[src/rtl/fetch_unit_if.sv]
// Instruction-memory request/acknowledge bus between the fetch stage and imem.
// The fetch unit owns the request side; the memory answers with ack and data.
interface fetch_unit_if;
  logic        imem_req;
  logic [31:0] imem_addr;
  logic        imem_ack;
  logic [31:0] imem_rdata;

  modport master (
    output imem_req,
    output imem_addr,
    input  imem_ack,
    input  imem_rdata
  );

  modport slave (
    input  imem_req,
    input  imem_addr,
    output imem_ack,
    output imem_rdata
  );
endinterface

[src/rtl/fetch_unit.sv]
// Instruction-fetch stage: single-outstanding imem requests feeding a 2-entry
// {pc, instr} queue whose head drives the IF/ID register.
module fetch_unit #(
  parameter logic [31:0] RESET_PC = 32'h0000_0000
) (
  input  logic         clk,
  input  logic         rst_n,
  input  logic         stall_i,
  input  logic         redirect_i,
  input  logic [31:0]  redirect_pc_i,
  fetch_unit_if.master imem,
  output logic         fetch_valid_o,
  output logic [31:0]  pc_out_o,
  output logic [31:0]  IR_o,
  output logic [31:0]  next_pc_o
);

  typedef enum logic [1:0] {IDLE, REQ, FULL, DRAIN} state_t;

  state_t      state_q, state_d;
  logic [1:0]  count_q, count_d;
  logic        head_q, head_d;
  logic [31:0] fetchPc_q, fetchPc_d;
  logic [31:0] imemAddr_q, imemAddr_d;
  logic        imemReq_q;
  logic [31:0] pcMem_q [2];
  logic [31:0] instrMem_q [2];

  logic ackValid;
  logic consume;
  logic push;
  logic tail;

  assign ackValid      = imem.imem_ack & imemReq_q;
  assign fetch_valid_o = (count_q != 2'd0);
  assign consume       = fetch_valid_o & ~stall_i & ~redirect_i;
  // Only a live (non-stale) request in REQ deposits data; a redirect discards it.
  assign push          = ackValid & (state_q == REQ) & ~redirect_i;
  assign tail          = head_q ^ count_q[0];

  always_comb begin
    state_d   = state_q;
    count_d   = count_q;
    head_d    = head_q;
    fetchPc_d = fetchPc_q;
    if (redirect_i) begin
      count_d   = 2'd0;
      head_d    = 1'b0;
      fetchPc_d = redirect_pc_i & ~32'd3;
      if ((state_q == REQ || state_q == DRAIN) && !ackValid)
        state_d = DRAIN;
      else
        state_d = REQ;
    end else begin
      count_d = count_q + {1'b0, push} - {1'b0, consume};
      if (consume)
        head_d = ~head_q;
      if (push)
        fetchPc_d = fetchPc_q + 32'd4;
      case (state_q)
        IDLE:    state_d = REQ;
        REQ:     if (push && count_d == 2'd2) state_d = FULL;
        FULL:    if (count_d <= 2'd1) state_d = REQ;
        DRAIN:   if (ackValid) state_d = REQ;
        default: state_d = IDLE;
      endcase
    end
    // A stale request keeps its address on the bus until memory answers it.
    imemAddr_d = (state_d == DRAIN) ? imemAddr_q : fetchPc_d;
  end

  always_ff @(posedge clk or negedge rst_n) begin
    if (!rst_n) begin
      state_q    <= IDLE;
      count_q    <= 2'd0;
      head_q     <= 1'b0;
      fetchPc_q  <= RESET_PC;
      imemAddr_q <= RESET_PC;
      imemReq_q  <= 1'b0;
      for (int i = 0; i < 2; i++) begin
        pcMem_q[i]    <= RESET_PC;
        instrMem_q[i] <= 32'h0;
      end
    end else begin
      state_q    <= state_d;
      count_q    <= count_d;
      head_q     <= head_d;
      fetchPc_q  <= fetchPc_d;
      imemAddr_q <= imemAddr_d;
      imemReq_q  <= (state_d == REQ) || (state_d == DRAIN);
      if (push) begin
        pcMem_q[tail]    <= fetchPc_q;
        instrMem_q[tail] <= imem.imem_rdata;
      end
    end
  end

  assign imem.imem_req  = imemReq_q;
  assign imem.imem_addr = imemAddr_q;
  assign pc_out_o       = pcMem_q[head_q];
  assign IR_o           = fetch_valid_o ? instrMem_q[head_q] : 32'h0;
  assign next_pc_o      = pc_out_o + 32'd4;

endmodule

[src/flat_wrapper.sv]
// flat-port wrapper written by rule: the top's interface ports become plain ports
module fetch_unit_flat 
#(
  parameter logic [31:0] RESET_PC = 32'h0000_0000
)
  (clk, rst_n, stall_i, redirect_i, redirect_pc_i, fetch_valid_o, pc_out_o, IR_o, next_pc_o, imem_imem_req, imem_imem_addr, imem_imem_ack, imem_imem_rdata);
  fetch_unit_if imem_i ();
  input  logic clk;
  input  logic rst_n;
  input  logic stall_i;
  input  logic redirect_i;
  input  logic [31:0] redirect_pc_i;
  output logic fetch_valid_o;
  output logic [31:0] pc_out_o;
  output logic [31:0] IR_o;
  output logic [31:0] next_pc_o;
  output wire logic [$bits(imem_i.imem_req)-1:0] imem_imem_req;
  output wire logic [$bits(imem_i.imem_addr)-1:0] imem_imem_addr;
  input wire logic [$bits(imem_i.imem_ack)-1:0] imem_imem_ack;
  input wire logic [$bits(imem_i.imem_rdata)-1:0] imem_imem_rdata;
  assign imem_imem_req = imem_i.imem_req;
  assign imem_imem_addr = imem_i.imem_addr;
  assign imem_i.imem_ack = imem_imem_ack;
  assign imem_i.imem_rdata = imem_imem_rdata;
  fetch_unit #(.RESET_PC(RESET_PC)) u_core (.clk(clk), .rst_n(rst_n), .stall_i(stall_i), .redirect_i(redirect_i), .redirect_pc_i(redirect_pc_i), .imem(imem_i), .fetch_valid_o(fetch_valid_o), .pc_out_o(pc_out_o), .IR_o(IR_o), .next_pc_o(next_pc_o));
endmodule
[config.mk]
export PLATFORM = sky130hd
export DESIGN_NAME = fetch_unit_flat
export DESIGN_NICKNAME = d
export VERILOG_FILES = /design/src/rtl/fetch_unit_if.sv /design/src/rtl/fetch_unit.sv /design/src/flat_wrapper.sv
export SDC_FILE = /design/constraint.sdc
export NUM_CORES = 1
export LEC_CHECK = 0
export CORE_MARGIN = 8
export CORE_UTILIZATION = 30
export CTS_CLUSTER_SIZE = 24
export DETAILED_ROUTE_END_ITERATION = 12
export GPL_ROUTABILITY_DRIVEN = 1
export PLACE_DENSITY_LB_ADDON = 0.12
export SYNTH_ARGS = -nofsm -noshare
export SYNTH_HDL_FRONTEND = slang
export SYNTH_SLANG_ARGS = --single-unit
[constraint.sdc]
create_clock -name clk -period 3.03 [get_ports clk]
set_input_delay 0.4545 -clock clk [delete_from_list [all_inputs] [get_ports clk]]
set_output_delay 0.4545 -clock clk [all_outputs]
set_load 0.01 [all_outputs]
==> results.cfg <==
[routing]
ant_nets = 0
via_count = 7188
wl_per_cell_um = 18.9
first_iter_violations = 337
dr.pass1.iters = 4
drc = 0
finalWirelength_mm = 28.5
avgViaCountPerCell = 4.78

[pwr]
power_switching_share_pct = 33.6
clkPwrFrac_pct = 21.3
internal-power_mw = 6.91
total_power_mw = 10.4
powerDensity_nw_per_um2 = 789
pwr-share-seq_pct = 39.9
combPwrFrac_pct = 38.8
p_leak_nw = 5.42
p_switching_mw = 3.49
peakVddDrop_mv = 0.436

[timing]
hold_violations = 0
tightest_slew_ns = 1.12
rsz0062_at_grt = true
setup_viol = 3
clock.fmax_mhz = 328
fin_crit_ns = 3.05
tns_ns = -0.0426
worst_slack_ns = -0.0216
slew_violations = 0
relSlewSlack_pct = 25.1
period_share_pct = 101
finClkSkew_ns = 0.0221

[yosys]
synth_edf_count = 0
synth-seq-cells = 197
synthAdderAreaFrac_pct = 0.504
synthMuxAreaShare_pct = 24.2
synth_cell_types = 63
syn_nets = 913
syn_inst = 840
ys.warnings.count = 0
synth_flop_cell = dfrtp_1
syn_area_per_cell_um2 = 11.8
synth_compound_area_share_pct = 5.09
synth-simple-area-share_pct = 12.5
synth_top_family_by_area = multiplexers
synth_seq_area_share_pct = 49.6
synth-async-reset-ratio_pct = 100
synth-xor-area-share_pct = 4.67
syn_area_um2 = 9940

[floorplanning]
fp-row-count = 66
die_area_um2 = 39200
core_area_um2 = 32600
die_w_um = 198
die_h_um = 198
boundaryPins = 199
start_util_pct = 30.5

[clock_network]
cts_buffers = 17
clockBufferDepth = 2
clk_latency_ns = 0.43
path_clk_slew_ns = 0.08
htreeDepth = 4
cts_tree = built
clkSinkCount = 197
ctsHoldBuffers = 0
cts-root-buf = clkbuf_16

[global_route]
grt_pass1_wl_mm = 44.6
antenna_found_initial = 0
grt_max_degree = 69
grt_pass1_vias = 7502
grt_overflow = 0
grt_use_total_pct = 14.6

[layout]
drive_gt1_share_pct = 28.7
n_antenna_cell = 0
fin_nets = 1121
synthToLayoutAreaGrowth_pct = 32.6

[run_status]
outcome = finished with violations
violations = negative setup slack

[min_path]
hp-class = in2async

[critical_path]
worstRegToRegCells = 5
cp_max_fo = 12
cp-end-kind = output port
setup.worst_path.class = reg2out
critPathLaunchType = flop
required_ns = 2.58
arrival_ns = 2.60

[place]
hpwl_mm = 20.8
gp_congestion = 0.771
portBuffers = 196

[job]
cap_violations = 0
## critical path, cell delays in order (launching register included)
cell and delay, ns:
dfrtp_4 0.53, buf_12 0.17, buf_4 0.13, mux2_2 0.23, o2111a_1 0.24, nand3_1 0.19
nor3_2 0.23, xor2_1 0.17, dlygate4sd2_1 0.29
## cell families (layout without fill, tap and decap cells)
| group | after synthesis | after routing |
|---|---|---|
| DFF | 197 | 197 |
| buffers and inverters | 69 | 290 |
| AOI/OAI and AO/OA | 70 | 70 |
| xor gates and xnor gates | 53 | 53 |
| and+or+nand+nor | 229 | 229 |
| muxes | 218 | 218 |
| adders and majority gates | 4 | 4 |
## metal layers
layer / routed length, um / up-vias / GRT usage, %
met4: 238 / 0 / 3.15
li1: - / 3421 / -
met1: 14200 / 3608 / 20.7
met3: 1180 / 14 / 2.53
met5: 0 / - / 0
met2: 12900 / 145 / 22.9
## Yosys cell counts, types with 3 or more instances
master     instances  area share (%)
nand4_1           21             1.3
buf_6              4            0.45
nand3_1           20             1.0
o2bb2ai_1         11            0.97
dfrtp_1          197              50
buf_4              5            0.38
nor3_1            15            0.76
mux2_2           176              20
o21ai_0           17            0.86
and3_1             5            0.31
mux2i_1           41             4.1
xor2_1            22             1.9
nand2_1           51             1.9
nor2b_1            5            0.31
buf_2             25             1.3
o31ai_1            3            0.23
or3_1              3            0.19
nor2_1            69             2.6
and4_1             8            0.71
nand3b_1           3            0.23
inv_1             14            0.53
and2_1             3            0.19
a21oi_1           15            0.76
ha_1               4            0.50
nand4b_1           4            0.35
xnor2_1           31             2.7
clkbuf_1          17            0.64
nor4_2             5            0.63
a211oi_1           3            0.23
## through the flow
stage          setup slack (ns)  util, %  hold slack, ns  instance area, um^2  std cells
6_report                -0.0216     40.4          0.0279                13200       1503
4_1_cts                  -0.166     40.4          0.0412                13200       1500
5_1_grt                  -0.159     40.4          0.0514                13200       1503
3_3_place_gp            -0.0713     38.5           0.485                12600       1466
2_1_floorplan            0.0763        -           0.159                 9940        840
3_5_place_dp            -0.0831     38.5           0.486                12600       1466
## area by class of cell
cell class                      instances  area (um^2)
Clock buffer                           18          429
Clock inverter                         14          139
Fill cell                            3194        19400
Inverter                               15         57.6
Multi-Input combinational cell        574         4730
Sequential cell                       197         4930
Tap cell                              442          553
Timing Repair Buffer                  243         2330
## worst paths after layout
| kind | from | to | slack [ns] |
|---|---|---|---|
| min | rst_n | u_core.instrMem_q[24] | 0.03 |
| min reg2reg | u_core.imem.imem_addr[3] | u_core.imem.imem_addr[3] | 0.50 |
| max reg2reg | u_core.fetchPc_q[10] | u_core.imem.imem_addr[31] | 0.76 |
| min in group clk | u_core.imem.imem_addr[3] | u_core.imem.imem_addr[3] | 0.50 |
| max | u_core.head_q | next_pc_o[25] | -0.02 |
| max in group asynchronous | rst_n | u_core.instrMem_q[31] | 2.21 |
## power by group through the flow
stage | Combinational [mW] | Sequential, mW | Clock [mW]
after floorplan | 2.24 | 4.01 | 0
after global placement | 4.18 | 4.18 | 0
after detailed placement | 4.22 | 4.20 | 0
after CTS | 4.14 | 4.15 | 2.31
after global routing | 4.37 | 4.28 | 2.42
final | 4.04 | 4.15 | 2.21
## state kept, by name (all words and copies together), names as in the netlist
name / cells
u_core.pcMem_q: 64
u_core.fetchPc_q: 32
u_core.count_q: 2
u_core.state_q: 2
u_core.head_q: 1
u_core.instrMem_q: 64
u_core.imem.imem_addr: 32
## layout by cell type (no fill, tap or decap), drive strengths merged, types with 6 or more instances in the layout
cell	synthesis	final
a21oi	15	15
and4	8	8
buf	36	50
clkbuf	18	27
clkdlybuf4s50	0	168
clkinv	1	6
dfrtp	197	197
dlygate4sd2	0	11
inv	14	21
mux2	177	177
mux2i	41	41
nand2	51	51
nand3	21	21
nand4	23	23
nor2	69	69
nor3	15	15
nor4	7	7
o21ai	18	18
o2bb2ai	11	11
xnor2	31	31
xor2	22	22
## what timing repair did
item                                    4_1_cts  5_1_grt
resized for setup                            45       25
pin swaps                                     2        2
endpoints found under the setup margin       26       19
gates cloned                                  0        0
setup buffers                                 2        3
(Power assumes the default switching activity.)
